File: config.mk
export PLATFORM = sky130hd
export DESIGN_NAME = floating_alu_pipe_flat
export DESIGN_NICKNAME = d
export VERILOG_FILES = /design/src/rtl/floating_alu_pipe_pkg.sv /design/src/rtl/floating_alu_pipe_if.sv /design/src/rtl/floating_alu_pipe_fp_classify.sv /design/src/rtl/floating_alu_pipe.sv /design/src/flat_wrapper.sv
export SDC_FILE = /design/constraint.sdc
export NUM_CORES = 1
export LEC_CHECK = 0
export BUFFER_PORTS_ARGS = -buffer_cell sky130_fd_sc_hd__buf_4
export CAP_MARGIN = 10
export CORE_ASPECT_RATIO = 0.75
export CORE_MARGIN = 3
export CORE_UTILIZATION = 50
export DETAILED_ROUTE_END_ITERATION = 16
export HOLD_SLACK_MARGIN = 0.12
export PLACE_DENSITY_LB_ADDON = 0.12
export SLEW_MARGIN = 15
export SYNTH_ARGS = -nofsm -noshare
export SYNTH_HDL_FRONTEND = slang
export SYNTH_SLANG_ARGS = --single-unit
File: constraint.sdc
create_clock -name clk -period 7.02 [get_ports clk]
set_input_delay 0.351 -clock clk [delete_from_list [all_inputs] [get_ports clk]]
set_output_delay 0.351 -clock clk [all_outputs]
set_load 0.01 [all_outputs]
File: src/rtl/floating_alu_pipe_pkg.sv
// Shared types for the FP ALU pipe: micro-op encodings, class bits, causes, bus structs.
// Latency: n/a (declarations only).
// Backpressure: n/a.
package floating_alu_pipe_pkg;

    localparam int INSTR_W = 32;

    typedef logic [3:0] fp_uop_t;

    localparam fp_uop_t FP_SGNJ  = 4'd0;
    localparam fp_uop_t FP_SGNJN = 4'd1;
    localparam fp_uop_t FP_SGNJX = 4'd2;
    localparam fp_uop_t FP_MIN   = 4'd3;
    localparam fp_uop_t FP_MAX   = 4'd4;
    localparam fp_uop_t FP_EQ    = 4'd5;
    localparam fp_uop_t FP_LT    = 4'd6;
    localparam fp_uop_t FP_LE    = 4'd7;
    localparam fp_uop_t FP_CLASS = 4'd8;
    localparam fp_uop_t FP_MVXW  = 4'd9;
    localparam fp_uop_t FP_MVWX  = 4'd10;

    localparam logic [31:0] FP_CANON_NAN = 32'h7FC0_0000;

    typedef logic [3:0] fp_cause_t;

    localparam fp_cause_t FP_CAUSE_ILLEGAL = 4'd1;
    localparam fp_cause_t FP_CAUSE_INVALID = 4'd2;

    // Bit positions inside the 10-bit class mask.
    typedef enum logic [3:0] {
        FP_CLS_NEG_INF  = 4'd0,
        FP_CLS_NEG_NORM = 4'd1,
        FP_CLS_NEG_SUB  = 4'd2,
        FP_CLS_NEG_ZERO = 4'd3,
        FP_CLS_POS_ZERO = 4'd4,
        FP_CLS_POS_SUB  = 4'd5,
        FP_CLS_POS_NORM = 4'd6,
        FP_CLS_POS_INF  = 4'd7,
        FP_CLS_SNAN     = 4'd8,
        FP_CLS_QNAN     = 4'd9
    } fp_class_t;

    typedef struct packed {
        logic [INSTR_W-1:0] instruction;
        logic [31:0]        data1;
        logic [31:0]        data2;
        fp_uop_t            microoperation;
        logic [4:0]         destination;
        logic [7:0]         ticket;
    } to_execution;

    typedef struct packed {
        logic        valid;
        logic [4:0]  destination;
        logic [7:0]  ticket;
        logic [31:0] data;
        logic        valid_exception;
        fp_cause_t   cause;
    } ex_update;

    typedef struct packed {
        logic        valid;
        logic [4:0]  destination;
        logic [7:0]  ticket;
        logic [31:0] data;
        logic        valid_exception;
        fp_cause_t   cause;
    } fp_pipe_stage;

    // Total order on non-NaN values where -0.0 sorts below +0.0.
    function automatic logic fp_lt_ord(input logic [31:0] x, input logic [31:0] y);
        if (x[31] != y[31]) return x[31];
        if (x[31]) return x[30:0] > y[30:0];
        return x[30:0] < y[30:0];
    endfunction

endpackage

File: src/rtl/floating_alu_pipe_if.sv
// Issue-side and writeback-side bus of the FP ALU pipe.
// Latency: n/a (wires only).
// Backpressure: busy_fu from the unit; master must hold off valid while it is high.
// master = issue logic / bench, slave = floating_alu_pipe.
interface floating_alu_pipe_if;
    import floating_alu_pipe_pkg::*;

    logic        valid;
    to_execution input_data;
    logic        flush;
    logic        busy_fu;
    ex_update    fu_update;

    modport master (output valid, input_data, flush, input busy_fu, fu_update);
    modport slave  (input valid, input_data, flush, output busy_fu, fu_update);
endinterface

File: src/rtl/floating_alu_pipe_fp_classify.sv
// Combinational decode of a single-precision operand into a one-hot class mask.
// Latency: 0 cycles.
// Backpressure: none.
// Ports: operand in; cls (10-bit one-hot), is_nan, is_snan, is_zero out.
module fp_classify
    import floating_alu_pipe_pkg::*;
(
    input  logic [31:0] operand,
    output logic [9:0]  cls,
    output logic        is_nan,
    output logic        is_snan,
    output logic        is_zero
);
    logic sign;
    logic exp_ones;
    logic exp_zero;
    logic man_zero;

    assign sign     = operand[31];
    assign exp_ones = &operand[30:23];
    assign exp_zero = ~|operand[30:23];
    assign man_zero = ~|operand[22:0];

    assign is_nan  = exp_ones & ~man_zero;
    assign is_snan = is_nan & ~operand[22];
    assign is_zero = exp_zero & man_zero;

    always_comb begin
        cls = '0;
        if (exp_ones) begin
            if (man_zero)         cls[sign ? FP_CLS_NEG_INF : FP_CLS_POS_INF] = 1'b1;
            else if (operand[22]) cls[FP_CLS_QNAN] = 1'b1;
            else                  cls[FP_CLS_SNAN] = 1'b1;
        end else if (exp_zero) begin
            if (man_zero) cls[sign ? FP_CLS_NEG_ZERO : FP_CLS_POS_ZERO] = 1'b1;
            else          cls[sign ? FP_CLS_NEG_SUB  : FP_CLS_POS_SUB]  = 1'b1;
        end else begin
            cls[sign ? FP_CLS_NEG_NORM : FP_CLS_POS_NORM] = 1'b1;
        end
    end
endmodule

File: src/rtl/floating_alu_pipe.sv
// Pipelined FP ALU: sign-injection, min/max, compare, classify, move.
// Latency: LATENCY cycles (1..4) from accept to fu_update.valid, one op per cycle.
// Backpressure: none while running; busy_fu only during reset and in the flush cycle.
// Ports: clk, rst_n (sync, active-low), io (slave: valid/input_data/flush in, busy_fu/fu_update out).
// Build option: FP_ALU_EXC_EN enables invalid/illegal exception reporting.
module floating_alu_pipe
    import floating_alu_pipe_pkg::*;
#(
    parameter int INSTR_BITS = INSTR_W,
    parameter int LATENCY    = 2,
    parameter int FLEN       = 32
) (
    input  logic               clk,
    input  logic               rst_n,
    floating_alu_pipe_if.slave io
);
    // Width parameters exist for struct compatibility only; the datapath is fixed at 32 bits.
    localparam int unused_cfg = INSTR_BITS + FLEN;

    logic [31:0]  a;
    logic [31:0]  b;
    logic [9:0]   cls_a;
    logic [9:0]   unused_cls_b;
    logic         a_nan, a_snan, a_zero;
    logic         b_nan, b_snan, b_zero;
    logic         a_lt_b;
    logic         any_nan;
    logic         eq;
    logic         accept;
    fp_pipe_stage res;
    fp_pipe_stage st [LATENCY];
    logic         unused_bits;

    assign a = io.input_data.data1;
    assign b = io.input_data.data2;

    fp_classify u_cls_a (.operand(a), .cls(cls_a),        .is_nan(a_nan), .is_snan(a_snan), .is_zero(a_zero));
    fp_classify u_cls_b (.operand(b), .cls(unused_cls_b), .is_nan(b_nan), .is_snan(b_snan), .is_zero(b_zero));

    assign unused_bits = ^{io.input_data.instruction, unused_cls_b, a_snan, b_snan};

    assign a_lt_b  = fp_lt_ord(a, b);
    assign any_nan = a_nan | b_nan;
    // +0 and -0 compare equal even though they differ bitwise.
    assign eq      = (a == b) || (a_zero && b_zero);

    assign io.busy_fu = !rst_n || io.flush;
    assign accept     = io.valid && !io.busy_fu;

    always_comb begin
        res             = '0;
        res.valid       = 1'b1;
        res.destination = io.input_data.destination;
        res.ticket      = io.input_data.ticket;
        case (io.input_data.microoperation)
            FP_SGNJ:  res.data = {b[31], a[30:0]};
            FP_SGNJN: res.data = {~b[31], a[30:0]};
            FP_SGNJX: res.data = {a[31] ^ b[31], a[30:0]};
            FP_MIN, FP_MAX: begin
                if (a_nan && b_nan)    res.data = FP_CANON_NAN;
                else if (a_nan)        res.data = b;
                else if (b_nan)        res.data = a;
                else if (io.input_data.microoperation == FP_MIN)
                                       res.data = a_lt_b ? a : b;
                else                   res.data = a_lt_b ? b : a;
            end
            FP_EQ:    res.data = {31'b0, !any_nan && eq};
            FP_LT:    res.data = {31'b0, !any_nan && a_lt_b && !(a_zero && b_zero)};
            FP_LE:    res.data = {31'b0, !any_nan && (a_lt_b || eq)};
            FP_CLASS: res.data = {22'b0, cls_a};
            FP_MVXW, FP_MVWX: res.data = a;
            default:  res.data = '0;
        endcase
`ifdef FP_ALU_EXC_EN
        case (io.input_data.microoperation)
            FP_EQ, FP_MIN, FP_MAX: begin
                if (a_snan || b_snan) begin
                    res.valid_exception = 1'b1;
                    res.cause           = FP_CAUSE_INVALID;
                end
            end
            FP_LT, FP_LE: begin
                if (any_nan) begin
                    res.valid_exception = 1'b1;
                    res.cause           = FP_CAUSE_INVALID;
                end
            end
            FP_SGNJ, FP_SGNJN, FP_SGNJX, FP_CLASS, FP_MVXW, FP_MVWX: ;
            default: begin
                res.valid_exception = 1'b1;
                res.cause           = FP_CAUSE_ILLEGAL;
            end
        endcase
`endif
    end

    // Valid bits always advance; payloads only move with a live op so idle stages keep their last contents.
    always_ff @(posedge clk) begin
        if (!rst_n) begin
            for (int i = 0; i < LATENCY; i++) st[i] <= '0;
        end else begin
            st[0].valid <= accept;
            if (accept) st[0] <= res;
            for (int i = 1; i < LATENCY; i++) begin
                st[i].valid <= st[i-1].valid && !io.flush;
                if (st[i-1].valid && !io.flush) st[i] <= st[i-1];
            end
        end
    end

    assign io.fu_update.valid           = st[LATENCY-1].valid;
    assign io.fu_update.destination     = st[LATENCY-1].destination;
    assign io.fu_update.ticket          = st[LATENCY-1].ticket;
    assign io.fu_update.data            = st[LATENCY-1].data;
    assign io.fu_update.valid_exception = st[LATENCY-1].valid_exception;
    assign io.fu_update.cause           = st[LATENCY-1].cause;
endmodule

File: src/flat_wrapper.sv
// flat-port wrapper written by rule: the top's interface ports become plain ports
module floating_alu_pipe_flat import floating_alu_pipe_pkg::*;
#(
    parameter int INSTR_BITS = INSTR_W,
    parameter int LATENCY    = 2,
    parameter int FLEN       = 32
)
  (clk, rst_n, io_valid, io_input_data, io_flush, io_busy_fu, io_fu_update);
  floating_alu_pipe_if io_i ();
  input  logic clk;
  input  logic rst_n;
  input wire logic [$bits(io_i.valid)-1:0] io_valid;
  input wire logic [$bits(io_i.input_data)-1:0] io_input_data;
  input wire logic [$bits(io_i.flush)-1:0] io_flush;
  output wire logic [$bits(io_i.busy_fu)-1:0] io_busy_fu;
  output wire logic [$bits(io_i.fu_update)-1:0] io_fu_update;
  assign io_i.valid = io_valid;
  assign io_i.input_data = io_input_data;
  assign io_i.flush = io_flush;
  assign io_busy_fu = io_i.busy_fu;
  assign io_fu_update = io_i.fu_update;
  floating_alu_pipe #(.INSTR_BITS(INSTR_BITS), .LATENCY(LATENCY), .FLEN(FLEN)) u_core (.clk(clk), .rst_n(rst_n), .io(io_i));
endmodule
Yosys cells after proc, flatten, opt, wreduce, memory -nomap -nowiden
Memory sizes are Yosys's and may differ from the RTL's. Cells that the tools add are included.

Bits in registers: 0. Bits in writable memories: 102. Bits of input ports: 117. Output and inout port bits: 52. Word-level logic and storage cells: 116. Memories: 1.

$lt $le $gt $ge: 10. Eq/ne operators: 12. Mux-type cells: 47. Bitwise logic cells: 13. Reductions and logical operators: 33.

Memory list: u_core.st (words 2, bits a word 51, read ports 2, clocked after Yosys merged registers in 0, wr ports 2, line floating_alu_pipe.sv:31) `fp_pipe_stage st [LATENCY];`.

Operators with widths (count): $pmux W32 S9 (1); $mux W32 (6); $mux W50 (2); $reduce_or A23 Y1 (2); $eq A32 B32 Y1 (1); $gt A31 B31 Y1 (1); $lt A31 B31 Y1 (1); $mux W10 (3); $mux W1 (25); $lt A3 B5 Y1 const B (4); $demux W1 S4 (4); $eq A4 B3 Y1 const B (4); $reduce_and A8 Y1 (2); $reduce_or A8 Y1 (2); $eq A4 B4 Y1 const B (3); $ge A3 B1 Y1 const B (4); $logic_and A1 B1 Y1 (12); $mux W3 (4); $logic_not A1 Y1 (9); $eq A4 B2 Y1 const B (2); $mux W8 (1); $or A1 B1 Y1 (7); $and A1 B1 Y1 (4); $eq A4 B1 Y1 const B (1); 7 further kinds (10).

Logic depth before layout (Yosys ltp)
Gate-level depths: netlist of run 1.

Depth in word-level cells: 12. Depth in mapped cells: 12. Depth with buffers taken out: 11.

Cells and area by module
Synthesis of run 1 repeated with hierarchy kept, for this count alone.

Cells, all modules: 476. Area, all modules: 5382.7 µm².

By module, submodules not included: floating_alu_pipe (times used 1, cells an instance 412, area each 4877.2 µm², sequential area each 2762.6 µm²); fp_classify at u_core.u_cls_a (times used 1, cells an instance 31, area each 254.0 µm², sequential area each 0.0 µm²); fp_classify at u_core.u_cls_b (times used 1, cells an instance 33, area each 251.5 µm², sequential area each 0.0 µm²).

Worst setup path before layout of run 1
Ideal clock, no wire load.

Path kind: input port to flip-flop. Start: input port io_input_data[19]. End: memory u_core.st[0][28] in the netlist's numbering, data pin. Library setup time: 256 ps. Data arrival time: 2768 ps. Required time: 6764 ps. Path slack: 3996 ps. Stages: 12. Path buffers: 1. Path through: inv_1 ha_1 a21oi_1 a21oi_1 o31a_1 o41a_1 or3_1 o21a_1 o211ai_4 o22ai_2 buf_2 a22o_1.

RTL lines: from (decl) (line flat_wrapper.sv:13) `input wire logic [$bits(io_i.input_data)-1:0] io_input_data;`; to (decl) (line floating_alu_pipe.sv:31).

==> results of run 1 <==
-- worst max path at each step --
stage | from | endpoint | slack [ns] | depth (start not counted)
CTS | io_input_data[46] | u_core.st[0][20] | 3.25 | 12
detailed placement | io_input_data[46] | u_core.st[0][20] | 2.90 | 12
global route | io_input_data[46] | u_core.st[0][15] | 2.94 | 12
global placement | io_input_data[46] | u_core.st[0][20] | 2.92 | 12
finish | io_input_data[46] | u_core.st[0][20] | 3.17 | 12
floorplan | io_input_data[19] | u_core.st[0][28] | 4.00 | 12
-- critical path, stage by stage --
cell       delay (ns)
buf_4            0.11
inv_1            0.04
ha_1             0.31
nand4_1          0.21
nor4_1           0.47
and4_1           0.32
o41a_1           0.27
o21ai_1          0.15
o2111ai_1        0.33
o211ai_4         0.21
o22ai_2          0.92
a22o_1           0.33
-- power groups by stage --
stage | Clock [mW] | Combinational, mW | Sequential [mW]
global route | 0.556 | 0.232 | 0.664
detailed placement | 0 | 0.203 | 0.674
global placement | 0 | 0.199 | 0.672
finish | 0.520 | 0.209 | 0.660
floorplan | 0 | 0.101 | 0.676
CTS | 0.529 | 0.205 | 0.662
-- kinds of logic after synthesis --
logic type / count (synthesis) / share of synthesized area
compound gates: 95 / 0.135
xor+xnor: 2 / 0.00339
fa+ha+maj: 33 / 0.0798
buf+inv: 61 / 0.0498
flops: 92 / 0.534
mux: 2 / 0.00387
other cells: 2 / 0.00145
simple gates: 181 / 0.193
-- final cells by class --
cell class / instances / area [um2] / share of cell area
clock inverters: 6 / 96.3 / 0.0146
inverters: 35 / 131 / 0.0200
clock buffers: 9 / 225 / 0.0342
well taps: 132 / 165 / 0.0251
repair buffers: 134 / 1010 / 0.154
flip-flops and latches: 92 / 2760 / 0.420
multi-input cells: 320 / 2190 / 0.332
-- cell usage in the layout (no fill, tap or decap), types with 2 or more instances in the layout --
cell type,Yosys,layout
and3_1,46,46
a221o_1,5,5
o2bb2ai_1,2,2
o21ai_1,2,2
a22o_1,21,21
inv_1,34,34
a21oi_1,19,19
nand3_1,15,15
nor4_1,17,17
a21o_1,2,2
a32oi_1,3,3
bufinv_16,0,2
and2_1,17,17
ha_1,33,33
buf_4,5,133
o22ai_1,2,2
nand2_1,25,25
nand2b_1,4,2
nor3_1,7,7
a32o_1,3,3
or3_1,3,3
edfxtp_1,92,92
a31oi_1,5,5
a211oi_1,2,2
nor2_1,26,26
clkbuf_16,0,9
o21ai_0,16,16
nand4_1,12,12
or2_2,2,2
mux2i_1,2,2
conb_1,2,7
-- metal layers --
layer  GRT usage  wire (um)  up-vias
met5           0          0        -
met4      0.0581        195        0
met3      0.0433       1060       20
met2       0.353       5930      190
met1       0.344       5770     1961
li1            -          -     2024
==> key figures, run 1 <==
Outcome
  • Status: completed

Floorplan
  • Area of the die: 11600 um2
  • CORE AREA: around 9900 um2
  • Die width: 123 um
  • Ports: 169
  • Chip Height: 94.1 um
  • Initial Util: 0.525
  • Row Count: 31

Place
  • Cell Area, Placed: between 6000 and 7000 um2
  • Post-Place Setup Slack: 2.90 ns
  • Detail Placement HPWL: 9.76 mm
  • Placed insts: 712
  • Routability cong.: 0.898
  • I/O Buffers: 131

Detailed routing
  • WL final: approximately 13 mm
  • Drc violations: 0
  • Avg WL per Cell: 17.8 um
  • Vias: 4195
  • TritonRoute pass-1 iters: 6
  • Vias per cell: around 5.8
  • Initial DRC Count: 470
  • Routed Antenna Nets: 0

Setup path
  • R2R Setup Slk: around 4.5 ns
  • Critical Path RT: 7.21 ns
  • CP max FO: 23
  • Critical Path Sink Type: register
  • CP startpoint kind: primary input
  • Reg-to-Reg Start: u_core.st[0][50]
  • Reg2reg end: u_core.st[1][35]
  • Critical path arrival: 4.03 ns
  • R2R cell count: 3
  • Crit path kind: in2reg

Hold path
  • Hold/Removal Path Class: in2reg
  • Hold_sp: io_input_data[12]
  • Hold worst-path end: u_core.st[0][49]
  • Worst Hold Depth: 2

Yosys
  • Syn_area_per_cell: 11.1 um2
  • Cells after Synth: approximately 470
  • Ys async rst share: 0
  • Post-synthesis cell area: 5170 um2
  • Synth top area share: 0.534
  • Count leader, synth: edfxtp_1
  • Main synth FF type: edfxtp_1
  • Post-synth top cells: edfxtp_1 (92), and3_1 (46), inv_1 (34)
  • Yosys top cell by area: edfxtp_1
  • Post-synthesis sequential area ratio: 0.534
  • Synth Warn #: 0
  • EDFF count, synth: 92
  • Synth cell types: 54
  • Post-synthesis register bit count: 92
  • Synth top area cells: edfxtp_1 (53%), ha_1 (8.0%), and3_1 (5.6%), a22o_1 (3.6%), inv_1 (2.5%)

Clock tree
  • Clk root buf: clkbuf_16
  • Hold Buf Count CTS: 0
  • Post-CTS Setup Bufs: 0
  • CTS buffer count: 9
  • Clock Sinks: 92
  • H-tree depth: 3
  • Max clock buf depth: 2
  • Worst skew pair latency: 0.33 ns
  • CTS tree: done
  • Cts repair resizes: 0
  • Clock Pin Slew Worst Setup and Hold Paths: 0.07 ns

Global routing
  • Global route overflow: 0
  • Global-route wire length before repair: 20.7 mm
  • Pin count of the biggest net entering global routing: 49
  • Vias in the first global route: 3956
  • Global Route Usage Sum: 0.233
  • Antenna violations before repair: 0

Pwr
  • Sequential Power Share: 0.475
  • Net Sw Power: 0.331 mW
  • Pwr/cell area: 211 nW/um2
  • Leak Pwr: 2.92 nW
  • Total power: 1.39 mW
  • Comb power frac: 0.150
  • Clock network power share: 0.375
  • Maximum VDD drop: 0.150 mV
  • Sw Share: 0.238
  • Internal: roughly 1.1 mW

STA
  • Tcrit/Tclk final: 0.548
  • Worst slew pin tran: 1.11 ns
  • Slew headroom: 0.260
  • Setup ws final: 3.17 ns
  • Final clock skew: 0.00726 ns
  • Max Freq: 0.260 GHz
  • Setup_tns: 0 ns
  • Unrepaired setup endpoints after global routing: no
  • Max-slew violation count: 0
  • Period minus WS final: 3.85 ns
  • Final Hold Violating Endpoints: 0
  • Final setup fails: 0
  • Hold WS: between 0.2 and 0.3 ns

Final layout
  • Final non-filler cell total: between 700 and 800
  • Final core utilization: 0.668
  • Final #Nets: 742
  • Max FFs per register: 92
  • Biggest register: u_core.st
  • Layout cells sized above 1: 0.265
  • Top flop regs: u_core.st (92)
  • Layout area overhead: 27.2%
  • ANT cells: 0
  • Filler Cell Count: about 800
  • Final instance area: 6580 um2

Flow run
  • Max Cap Viol: 0
Power figures use the tool's default switching activity.
==> inputs of run 2 (changes only) <==
==> constraint.sdc (replaced) <==
create_clock -name clk -period 3.8 [get_ports clk]
set_input_delay 0.19 -clock clk [delete_from_list [all_inputs] [get_ports clk]]
set_output_delay 0.19 -clock clk [all_outputs]
set_load 0.01 [all_outputs]
==> run 2 against run 1 <==
- critical path depth increased by 1
- clock power increased by 77%
- critical path type unchanged
- die area unchanged
- largest cell class unchanged
==> key figures, run 2 (same netlist as run 1, synthesis figures left out) <==
Outcome
  • Status: completed (unchanged)

Final layout
  • ANT cells: 0 (unchanged)
  • Final instance area: 6600 um2 (was 6580 um2)
  • Most frequent cells in the layout: buf_4 (140), edfxtp_1 (92), and3_1 (46) (was buf_4 (133), edfxtp_1 (92), and3_1 (46))
  • Register area: 2760 um2 (unchanged)
  • Max FFs per register: 92 (unchanged)
  • Layout area overhead: 27.5% (was 27.2%)
  • Layout cells sized above 1: 0.272 (was 0.265)
  • Final #Nets: 748 (was 742)
  • Multi-input logic area: 2180 um2 (was 2190 um2)
  • Final core utilization: 0.670 (was 0.668)
  • Top flop regs: u_core.st (92) (unchanged)
  • Filler Cell Count: 800 (was 802)
  • Final non-filler cell total: 735 (was 728)
  • Most common cell after layout, fill and taps aside: buf_4 (unchanged)
  • Biggest register: u_core.st (unchanged)

Global routing
  • Global-route wire length before repair: 20.2 mm (was 20.7 mm)
  • Global route overflow: 0 (unchanged)
  • Vias in the first global route: 3929 (was 3956)
  • Global Route Usage Sum: 0.229 (was 0.233)
  • Pin count of the biggest net entering global routing: 47 (was 49)
  • Antenna violations before repair: 0 (unchanged)

Clock tree
  • Post-CTS Setup Bufs: 0 (unchanged)
  • Clk root buf: clkbuf_16 (unchanged)
  • Cts repair resizes: 0 (unchanged)
  • Clock Pin Slew Worst Setup and Hold Paths: 0.07 ns (about the same)
  • Hold Buf Count CTS: 0 (unchanged)
  • CTS buffer count: 9 (unchanged)
  • CTS tree: done (unchanged)
  • Worst skew pair latency: 0.34 ns (was 0.33 ns)
  • Max clock buf depth: 2 (unchanged)
  • Clock Sinks: 92 (unchanged)
  • H-tree depth: 3 (unchanged)

Place
  • Cell Area, Placed: 6290 um2 (was 6240 um2)
  • Placed insts: 719 (was 712)
  • Detail Placement HPWL: 9.94 mm (was 9.76 mm)
  • I/O Buffers: 131 (unchanged)
  • Post-Place Setup Slack: 0.276 ns (was 2.90 ns)
  • Routability cong.: 0.918 (was 0.898)

Pwr
  • Sw Share: 0.250 (was 0.238)
  • Total power: 2.53 mW (was 1.39 mW)
  • Sequential Power Share: 0.480 (was 0.475)
  • Pwr/cell area: 383 nW/um2 (was 211 nW/um2)
  • Maximum VDD drop: 0.179 mV (was 0.150 mV)
  • Net Sw Power: 0.632 mW (was 0.331 mW)
  • Comb power frac: 0.156 (was 0.150)
  • Leak Pwr: 2.94 nW (was 2.92 nW)
  • Clock network power share: 0.363 (was 0.375)
  • Internal: 1.90 mW (was 1.06 mW)

Detailed routing
  • Initial DRC Count: 406 (was 470)
  • TritonRoute pass-1 iters: 5 (was 6)
  • WL final: 13.1 mm (was 13.0 mm)
  • Drc violations: 0 (unchanged)
  • Routed Antenna Nets: 0 (unchanged)
  • Vias: 4267 (was 4195)
  • Vias per cell: 5.81 (was 5.76)
  • Avg WL per Cell: 17.8 um (about the same)

Setup path
  • CP max FO: 16 (was 23)
  • CP startpoint kind: primary input (unchanged)
  • CP max-delay cell: nor4_1 (was o22ai_2)
  • Crit path kind: in2reg (unchanged)
  • Critical Path RT: 3.88 ns (was 7.21 ns)
  • Critical Path Sink Type: register (unchanged)
  • CP max stage delay: 0.47 ns (was 0.92 ns)
  • Most used cell along the critical path: buf_4
  • Critical path arrival: 3.30 ns (was 4.03 ns)
  • Cell Chain, Critical Path: buf_4 -> inv_1 -> ha_1 -> nand4_1 -> nor4_1 -> and4_1 -> o41a_1 -> o21ai_1 -> o2111ai_1 -> o211ai_4 -> nor3b_4 -> buf_4 -> a221o_1 (was buf_4 -> inv_1 -> ha_1 -> nand4_1 -> nor4_1 -> and4_1 -> o41a_1 -> o21ai_1 -> o2111ai_1 -> o211ai_4 -> o22ai_2 -> a22o_1)

STA
  • Hold WS: 0.133 ns (was 0.300 ns)
  • Max-slew violation count: 0 (unchanged)
  • Tcrit/Tclk final: 0.848
  • Slew headroom: 0.247 (was 0.260)
  • Final setup fails: 0 (unchanged)
  • Final clock skew: 0.00772 ns (was 0.00726 ns)
  • Unrepaired setup endpoints after global routing: no (unchanged)
  • Worst slew pin tran: 1.13 ns (was 1.11 ns)
  • Setup_tns: 0 ns (unchanged)
  • Setup ws final: 0.578 ns (was 3.17 ns)
  • Final Hold Violating Endpoints: 0 (unchanged)
  • Max Freq: 0.310 GHz
  • Period minus WS final: approximately 3.2 ns

Floorplan
  • Row Count: 31 (unchanged)
  • Die width: 123 um (unchanged)
  • CORE AREA: 9850 um2 (unchanged)
  • Initial Util: 0.525 (unchanged)
  • Ports: 169 (unchanged)
  • Area of the die: 11600 um2 (unchanged)
  • Chip Height: 94.1 um (unchanged)

Flow run
  • Max Cap Viol: 0 (unchanged)

Hold path
  • Hold/Removal Path Class: in2reg (unchanged)
==> run 2: cell count changes in the layout (fill, tap and decap cells not counted), sizes merged <==
| cell | previous run | this run |
|---|---|---|
| buf | 134 | 140 |
| bufinv | 2 | 1 |
| clkinv | 2 | 4 |
==> run 2: final cells by class <==
class	count	share of cell area
Tap cell	132	0.0250
Clock buffer	9	0.0341
Inverter	35	0.0199
Timing Repair Buffer	140	0.159
Clock inverter	7	0.0127
Multi-Input combinational cell	320	0.330
Sequential cell	92	0.419
==> run 2: power groups by stage <==
| stage | clock network [mW] | registers, mW | logic (mW) |
|---|---|---|---|
| finish | 0.918 | 1.21 | 0.396 |
| global placement | 0 | 1.23 | 0.382 |
| CTS | 0.927 | 1.22 | 0.392 |
| detailed placement | 0 | 1.24 | 0.390 |
| floorplan | 0 | 1.25 | 0.186 |
| global route | 0.978 | 1.22 | 0.437 |
==> run 2: worst max-delay path: cells and delay by family <==
family	cells	cell delay, ns
buffers and inverters	3	0.36
AO/OA/AOI/OAI	5	1.26
AND/OR/NAND/NOR	4	1.18
adder cells (fa/ha/maj)	1	0.31
==> run 2: final timing paths <==
kind	slack, ns	to	start	cells after the start
max	0.58	u_core.st[0][11]	io_input_data[46]	13
max reg2reg	1.70	u_core.st[1][38]	u_core.st[0][50]	3
min	0.13	u_core.st[0][44]	io_input_data[7]	2
min reg2reg	0.54	u_core.st[1][40]	u_core.st[0][40]	1
==> run 2: layer usage <==
layer  routed length, um  up-vias  GRT usage
met1                5910     2004      0.338
met2                5830      204      0.342
li1                    -     2039          -
met4                 252        0     0.0654
met3                1100       20     0.0446
met5                   0        -          0
